--- src/rtl/mem_lsu.sv ---
// mem_lsu: multi-cycle MEM-stage load/store unit with req/gnt/rvalid bus handshake,
// lane steering, load extension, misalignment and timeout exceptions.
module mem_lsu #(
   parameter int DATA_W  = 32,
   parameter int ADDR_W  = 32,
   parameter int TIMEOUT = 16
) (
   input  logic                clk,
   input  logic                reset,
   input  logic                op_valid,
   input  logic                op_store,
   input  logic [1:0]          op_size,
   input  logic                op_sign,
   input  logic [ADDR_W-1:0]   op_addr,
   input  logic [DATA_W-1:0]   op_wdata,
   input  logic [4:0]          op_rd,
   input  logic [31:0]         op_pc,
   output logic                stall,
   output logic                wb_valid,
   output logic [4:0]          wb_rd,
   output logic [DATA_W-1:0]   wb_data,
   output logic                exc_valid,
   output logic [1:0]          exc_code,
   output logic [31:0]         exc_pc,
   output logic                bus_req,
   output logic                bus_we,
   output logic [ADDR_W-1:0]   bus_addr,
   output logic [DATA_W/8-1:0] bus_be,
   output logic [DATA_W-1:0]   bus_wdata,
   input  logic                bus_gnt,
   input  logic                bus_rvalid,
   input  logic [DATA_W-1:0]   bus_rdata
);
   localparam int NB = DATA_W / 8;
   localparam int LW = $clog2(NB);
   localparam int CW = $clog2(TIMEOUT) + 1;
   typedef enum logic [1:0] {IDLE, REQ, WAIT, DONE} state_t;
   state_t          state;
   logic [CW-1:0]   cnt;
   logic            st, sg, aligned, tmo;
   logic [1:0]      sz;
   logic [LW-1:0]   off, off_q;
   logic [3:0]      nbytes;
   logic [6:0]      nbits;
   logic [NB-1:0]   be;
   logic [DATA_W-1:0] sh, mask, ld;
   always_comb begin
      off     = op_addr[LW-1:0];
      nbytes  = 4'd1 << op_size;
      aligned = (int'(op_size) <= LW) && ((off & LW'(nbytes - 4'd1)) == '0);
      be      = ((NB'(1) << nbytes) - NB'(1)) << off;
      nbits   = 7'd8 << sz;
      sh      = bus_rdata >> {off_q, 3'b000};
      mask    = (DATA_W'(1) << nbits) - DATA_W'(1);
      // the top bit of mask selects the sign bit of the access
      ld      = (sh & mask) | ((sg && |(sh & (mask ^ (mask >> 1)))) ? ~mask : '0);
      tmo     = cnt == CW'(TIMEOUT - 1);
      stall   = reset && ((state == IDLE && op_valid) || state == REQ || state == WAIT);
   end
   always_ff @(posedge clk or negedge reset) begin
      if (!reset) begin
         state     <= IDLE;
         cnt       <= '0;
         st        <= 1'b0;
         sg        <= 1'b0;
         sz        <= '0;
         off_q     <= '0;
         wb_valid  <= 1'b0;
         wb_rd     <= '0;
         wb_data   <= '0;
         exc_valid <= 1'b0;
         exc_code  <= '0;
         exc_pc    <= '0;
         bus_req   <= 1'b0;
         bus_we    <= 1'b0;
         bus_addr  <= '0;
         bus_be    <= '0;
         bus_wdata <= '0;
      end else begin
         wb_valid  <= 1'b0;
         exc_valid <= 1'b0;
         case (state)
            IDLE: if (op_valid) begin
               st     <= op_store;
               sz     <= op_size;
               sg     <= op_sign;
               off_q  <= off;
               wb_rd  <= op_rd;
               exc_pc <= op_pc;
               cnt    <= '0;
               if (aligned) begin
                  state     <= REQ;
                  bus_req   <= 1'b1;
                  bus_we    <= op_store;
                  bus_addr  <= {op_addr[ADDR_W-1:LW], {LW{1'b0}}};
                  bus_be    <= op_store ? be : '0;
                  bus_wdata <= op_wdata << {off, 3'b000};
               end else begin
                  state     <= DONE;
                  exc_valid <= 1'b1;
                  exc_code  <= op_store ? 2'd2 : 2'd1;
               end
            end
            REQ: begin
               cnt <= cnt + 1'b1;
               // a timeout abandons a grant arriving in the same cycle
               if (tmo) begin
                  bus_req   <= 1'b0;
                  state     <= DONE;
                  exc_valid <= 1'b1;
                  exc_code  <= 2'd3;
               end else if (bus_gnt) begin
                  bus_req <= 1'b0;
                  state   <= WAIT;
               end
            end
            WAIT: begin
               cnt <= cnt + 1'b1;
               if (bus_rvalid) begin
                  state    <= DONE;
                  wb_valid <= !st;
                  wb_data  <= ld;
               end else if (tmo) begin
                  state     <= DONE;
                  exc_valid <= 1'b1;
                  exc_code  <= 2'd3;
               end
            end
            default: state <= IDLE;
         endcase
      end
   end
endmodule
--- config.mk ---
export PLATFORM = sky130hd
export DESIGN_NAME = mem_lsu
export DESIGN_NICKNAME = d
export VERILOG_FILES = /design/src/rtl/mem_lsu.sv
export SDC_FILE = /design/constraint.sdc
export NUM_CORES = 1
export LEC_CHECK = 0
export ABC_AREA = 0
export CAP_MARGIN = 30
export CORE_UTILIZATION = 47
export DETAILED_ROUTE_END_ITERATION = 8
export HOLD_SLACK_MARGIN = 0.02
export PLACE_DENSITY = 0.86
export SLEW_MARGIN = 20
export SYNTH_ARGS = -nofsm -noshare
export SYNTH_HDL_FRONTEND = slang
export SYNTH_SLANG_ARGS = --single-unit
--- constraint.sdc ---
create_clock -name clk -period 3.55 [get_ports clk]
set_input_delay 0.5325 -clock clk [delete_from_list [all_inputs] [get_ports clk]]
set_output_delay 0.5325 -clock clk [all_outputs]
set_load 0.005 [all_outputs]
==> results.py <==
metrics = {
    "grt": {
        "grt_pass1_wl_microns": 32300,
        "grt.overflow.total": 0,
        "first_global_vias": 6022,
        "track_usage_pct": 26.7,
        "grt_start_max_net_pins": 93,
        "grt_antenna_before_repair": 0,
    },
    "worst_hold_path": {
        "worst_hold_class": "in2async",
    },
    "floorplanning": {
        "die-width_microns": 126,
        "die_area_sq_mm": 0.0158,
        "cell_rows": 44,
        "top_level_ports": 286,
        "y_dimension_of_the_die_microns": 126,
        "core_box_area_sq_mm": 0.0147,
        "initial_utilization_pct": 48.8,
    },
    "critical_path": {
        "worst_setup_end_kind": "output port",
        "worst-path-stages": 5,
        "worst_path_largest_cell_delay_ns": 0.49,
        "path_delay_family": "buffers and inverters",
        "path_class": "reg2out",
        "worst_setup_path_startpoint": "state[0]",
        "worst_path_cell_trace": "inv_1 -> ha_1 -> and2_2 -> o31a_1 -> clkdlybuf4s50_1",
        "crit_slowest_cell": "sky130_fd_sc_hd__clkdlybuf4s50_1",
        "worst-endpoint-arrival_ns": 2.17,
        "launch_point_of_the_worst_reg_to_reg_path": "sz[1]",
        "worst-path-max-fanout": 6,
        "timing.critical_path.required_ns": 3.02,
        "path_buf_inv": 2,
        "reg2reg_depth": 8,
        "timing.critical_path.from_type": "flop",
    },
    "timing": {
        "timing.final.ws_setup_ns": 0.843,
        "setup_violations": 0,
        "fin_worst_hold_slack_ns": 0.0300,
        "finalClockSkew_ns": 0.00632,
        "timing.fmax_mhz": 369,
        "hold_viol_final": 0,
        "max_slew_margin_pct": 43.7,
        "layout_min_cycle_time_ns": 2.71,
        "worst-slew-pin-transition_ns": 0.844,
        "rsz0062_at_grt": "false",
        "post-route-period-util_pct": 76.3,
        "setup_tns_ns": 0,
        "final_max_slew_viol_count": 0,
    },
    "clock_network": {
        "tritoncts_clock_tree": "yes",
        "cts_hold_buf": 0,
        "cts.repair.resized": 0,
        "htree_levels": 4,
        "post_cts_buffers": 0,
        "cts.sink_count": 154,
        "worst_setup_hold_path_clk_slew_ns": 0.06,
        "clock_latency_on_the_worst_skew_pair_ns": 0.42,
        "tritoncts.num_buffers": 17,
        "cts.root.buffer_cell": "sky130_fd_sc_hd__clkbuf_16",
        "cts-root-to-sink-buffers": 2,
    },
    "cells_and_area": {
        "fill_cells": 1020,
        "final_layout_size_suffix_gt1_share_pct": 15.9,
        "mostFrequentLayoutCell": "sky130_fd_sc_hd__clkdlybuf4s50_1",
        "stdcell_count": 1086,
        "layout.cells.most_common_list": "sky130_fd_sc_hd__clkdlybuf4s50_1 (282), sky130_fd_sc_hd__dfrtp_1 (154), sky130_fd_sc_hd__mux2_2 (87)",
        "net_count_of_the_finished_layout": 1040,
        "final_design_area_no_fill_sq_mm": 0.0107,
        "fin_util_pct": 72.9,
        "synth_to_layout_area_growth_pct": 49.2,
        "diodes": 0,
    },
    "drt": {
        "drt_pass1_iterations": 9,
        "viasPerCell": 5.41,
        "drt_iter0_drc": 410,
        "remaining_antenna_violation_count": 0,
        "drt_wl_total_microns": 20300,
        "detail_route.drc_violations": 14,
        "vias": 5876,
        "route.detailed.wl_per_inst_microns": 18.7,
    },
    "pwr": {
        "power_density_over_the_cells_mw_per_mm2": 842,
        "totalPowerFinal_mw": 9.02,
        "leakage_nw": 4.49,
        "max-vdd-ir-drop_mv": 0.481,
    },
    "logic_synthesis": {
        "synth_cells": 618,
        "synth.lib_cells_used.distinct": 49,
        "synthesis.area_per_instance_sq_um": 11.6,
        "asyncSetResetFlopFracSynth_pct": 100,
        "mappedNetlistArea_sq_mm": 0.00718,
        "yosysWarningCount": 0,
        "synth-seq-cells": 154,
        "number_of_enable_type_register_cells_in_the_synthesized_netlist": 0,
        "synth-seq-area-share_pct": 53.7,
        "synth_top_flop_cell": "sky130_fd_sc_hd__dfrtp_1",
    },
    "placed_design": {
        "finalWeightedCongestion": 0.833,
        "dp.cells": 1053,
        "placement_cell_area_sq_mm": 0.0101,
        "dp_hpwl_microns": 14600,
        "place.port_buffers": 283,
        "place_worst_setup_slack_ns": 0.664,
    },
    "run_status": {
        "failed_checks": "DRC",
        "status": "finished, violations left",
    },
    "job": {
        "max_capacitance_violation_total": 0,
    },
}
[area by class of cell]
cell class	count	area, sq um	area share, %
tap	184	230	2.15
clock inverter	12	139	1.30
timing repair buffer	296	2950	27.5
multi-input combinational	411	3040	28.4
inverter	9	33.8	0.315
sequential	154	3850	36.0
clock buffer	20	467	4.36
[worst register-to-register path, delay by kind of cell, from the launching register on]
kind / cells / cell delay (ns)
compound gates: 2 / 0.43
xor+xnor: 1 / 0.16
fa+ha+maj: 1 / 0.26
buf+inv: 2 / 0.40
flops: 1 / 0.48
simple gates: 2 / 0.64
[layer usage]
layer	share of wire, %	global-route usage (%)	up-vias
met4	2.1	10.3	0
met2	50	44.8	234
li1	-	-	2740
met5	0	0	-
met1	39	32.2	2880
met3	8.2	8.00	22
[synth_stat cells, types with 2 or more instances]
| master | instances | area [sq um] |
|---|---|---|
| sky130_fd_sc_hd__nand3_1 | 3 | 15.0 |
| sky130_fd_sc_hd__a221oi_1 | 2 | 17.5 |
| sky130_fd_sc_hd__o22ai_1 | 2 | 12.5 |
| sky130_fd_sc_hd__mux2_1 | 2 | 22.5 |
| sky130_fd_sc_hd__xor2_1 | 2 | 17.5 |
| sky130_fd_sc_hd__nand2b_1 | 3 | 18.8 |
| sky130_fd_sc_hd__mux2_2 | 87 | 980 |
| sky130_fd_sc_hd__nor3_1 | 4 | 20.0 |
| sky130_fd_sc_hd__inv_1 | 9 | 33.8 |
| sky130_fd_sc_hd__ha_1 | 9 | 113 |
| sky130_fd_sc_hd__clkbuf_8 | 4 | 55.1 |
| sky130_fd_sc_hd__a21oi_1 | 37 | 185 |
| sky130_fd_sc_hd__nor2b_1 | 19 | 119 |
| sky130_fd_sc_hd__dfrtp_1 | 154 | 3850 |
| sky130_fd_sc_hd__o2bb2ai_1 | 7 | 61.3 |
| sky130_fd_sc_hd__a21o_1 | 2 | 15.0 |
| sky130_fd_sc_hd__nand3b_1 | 3 | 22.5 |
| sky130_fd_sc_hd__nand2_1 | 50 | 188 |
| sky130_fd_sc_hd__a22oi_1 | 15 | 113 |
| sky130_fd_sc_hd__and3_1 | 2 | 12.5 |
| sky130_fd_sc_hd__and2_1 | 2 | 12.5 |
| sky130_fd_sc_hd__buf_6 | 3 | 33.8 |
| sky130_fd_sc_hd__o211ai_1 | 3 | 22.5 |
| sky130_fd_sc_hd__buf_2 | 17 | 85.1 |
| sky130_fd_sc_hd__a211oi_1 | 16 | 120 |
| sky130_fd_sc_hd__o21ai_2 | 2 | 17.5 |
| sky130_fd_sc_hd__o21ai_0 | 32 | 160 |
| sky130_fd_sc_hd__buf_1 | 5 | 18.8 |
| sky130_fd_sc_hd__o21ai_1 | 19 | 95.1 |
| sky130_fd_sc_hd__clkbuf_1 | 11 | 41.3 |
| sky130_fd_sc_hd__buf_4 | 4 | 30.0 |
| sky130_fd_sc_hd__nand4b_1 | 2 | 17.5 |
| sky130_fd_sc_hd__nor3b_1 | 2 | 15.0 |
| sky130_fd_sc_hd__mux2i_1 | 33 | 330 |
| sky130_fd_sc_hd__o31ai_1 | 12 | 90.1 |
| sky130_fd_sc_hd__nor2_1 | 26 | 97.6 |
[logic make-up (layout without fill, tap and decap cells)]
kind of cell / count (synthesis) / after routing / synth area share, %
AOI/OAI and AO/OA: 152 / 152 / 13.1
xor gates and xnor gates: 3 / 3 / 0.366
adders and majority gates: 9 / 9 / 1.57
buffers and inverters: 54 / 337 / 4.22
DFF: 154 / 154 / 53.7
muxes: 123 / 123 / 18.8
other: 1 / 2 / 0.0522
and+or+nand+nor: 122 / 122 / 8.30
[report_power, final]
part / total (mW) / internal [mW] / switching, mW / leakage [nW]
clock network: 1.83 / 1.10 / 0.734 / 0.285
logic: 4.06 / 2.44 / 1.63 / 2.31
registers: 3.12 / 2.59 / 0.538 / 1.90
total: 9.02 / 6.12 / 2.90 / 4.49
[flip-flops by register name (all words and copies together), names as in the netlist, 2 cells and up]
signal / count
exc_pc: 32
wb_rd: 5
bus_be: 4
bus_addr: 30
bus_wdata: 32
off_q: 2
wb_data: 32
state: 2
sz: 2
exc_code: 2
cnt: 5
[worst paths after layout]
path	slack (ns)	endpoint
worst max-delay path	0.84	stall
worst min-delay path	0.03	bus_wdata[18]
worst max register to register	1.05	wb_data[17]
worst min register to register	0.42	wb_valid
max in group asynchronous	2.43	cnt[2]
min in group clk	0.42	wb_valid
Power figures use the tool's default switching activity.
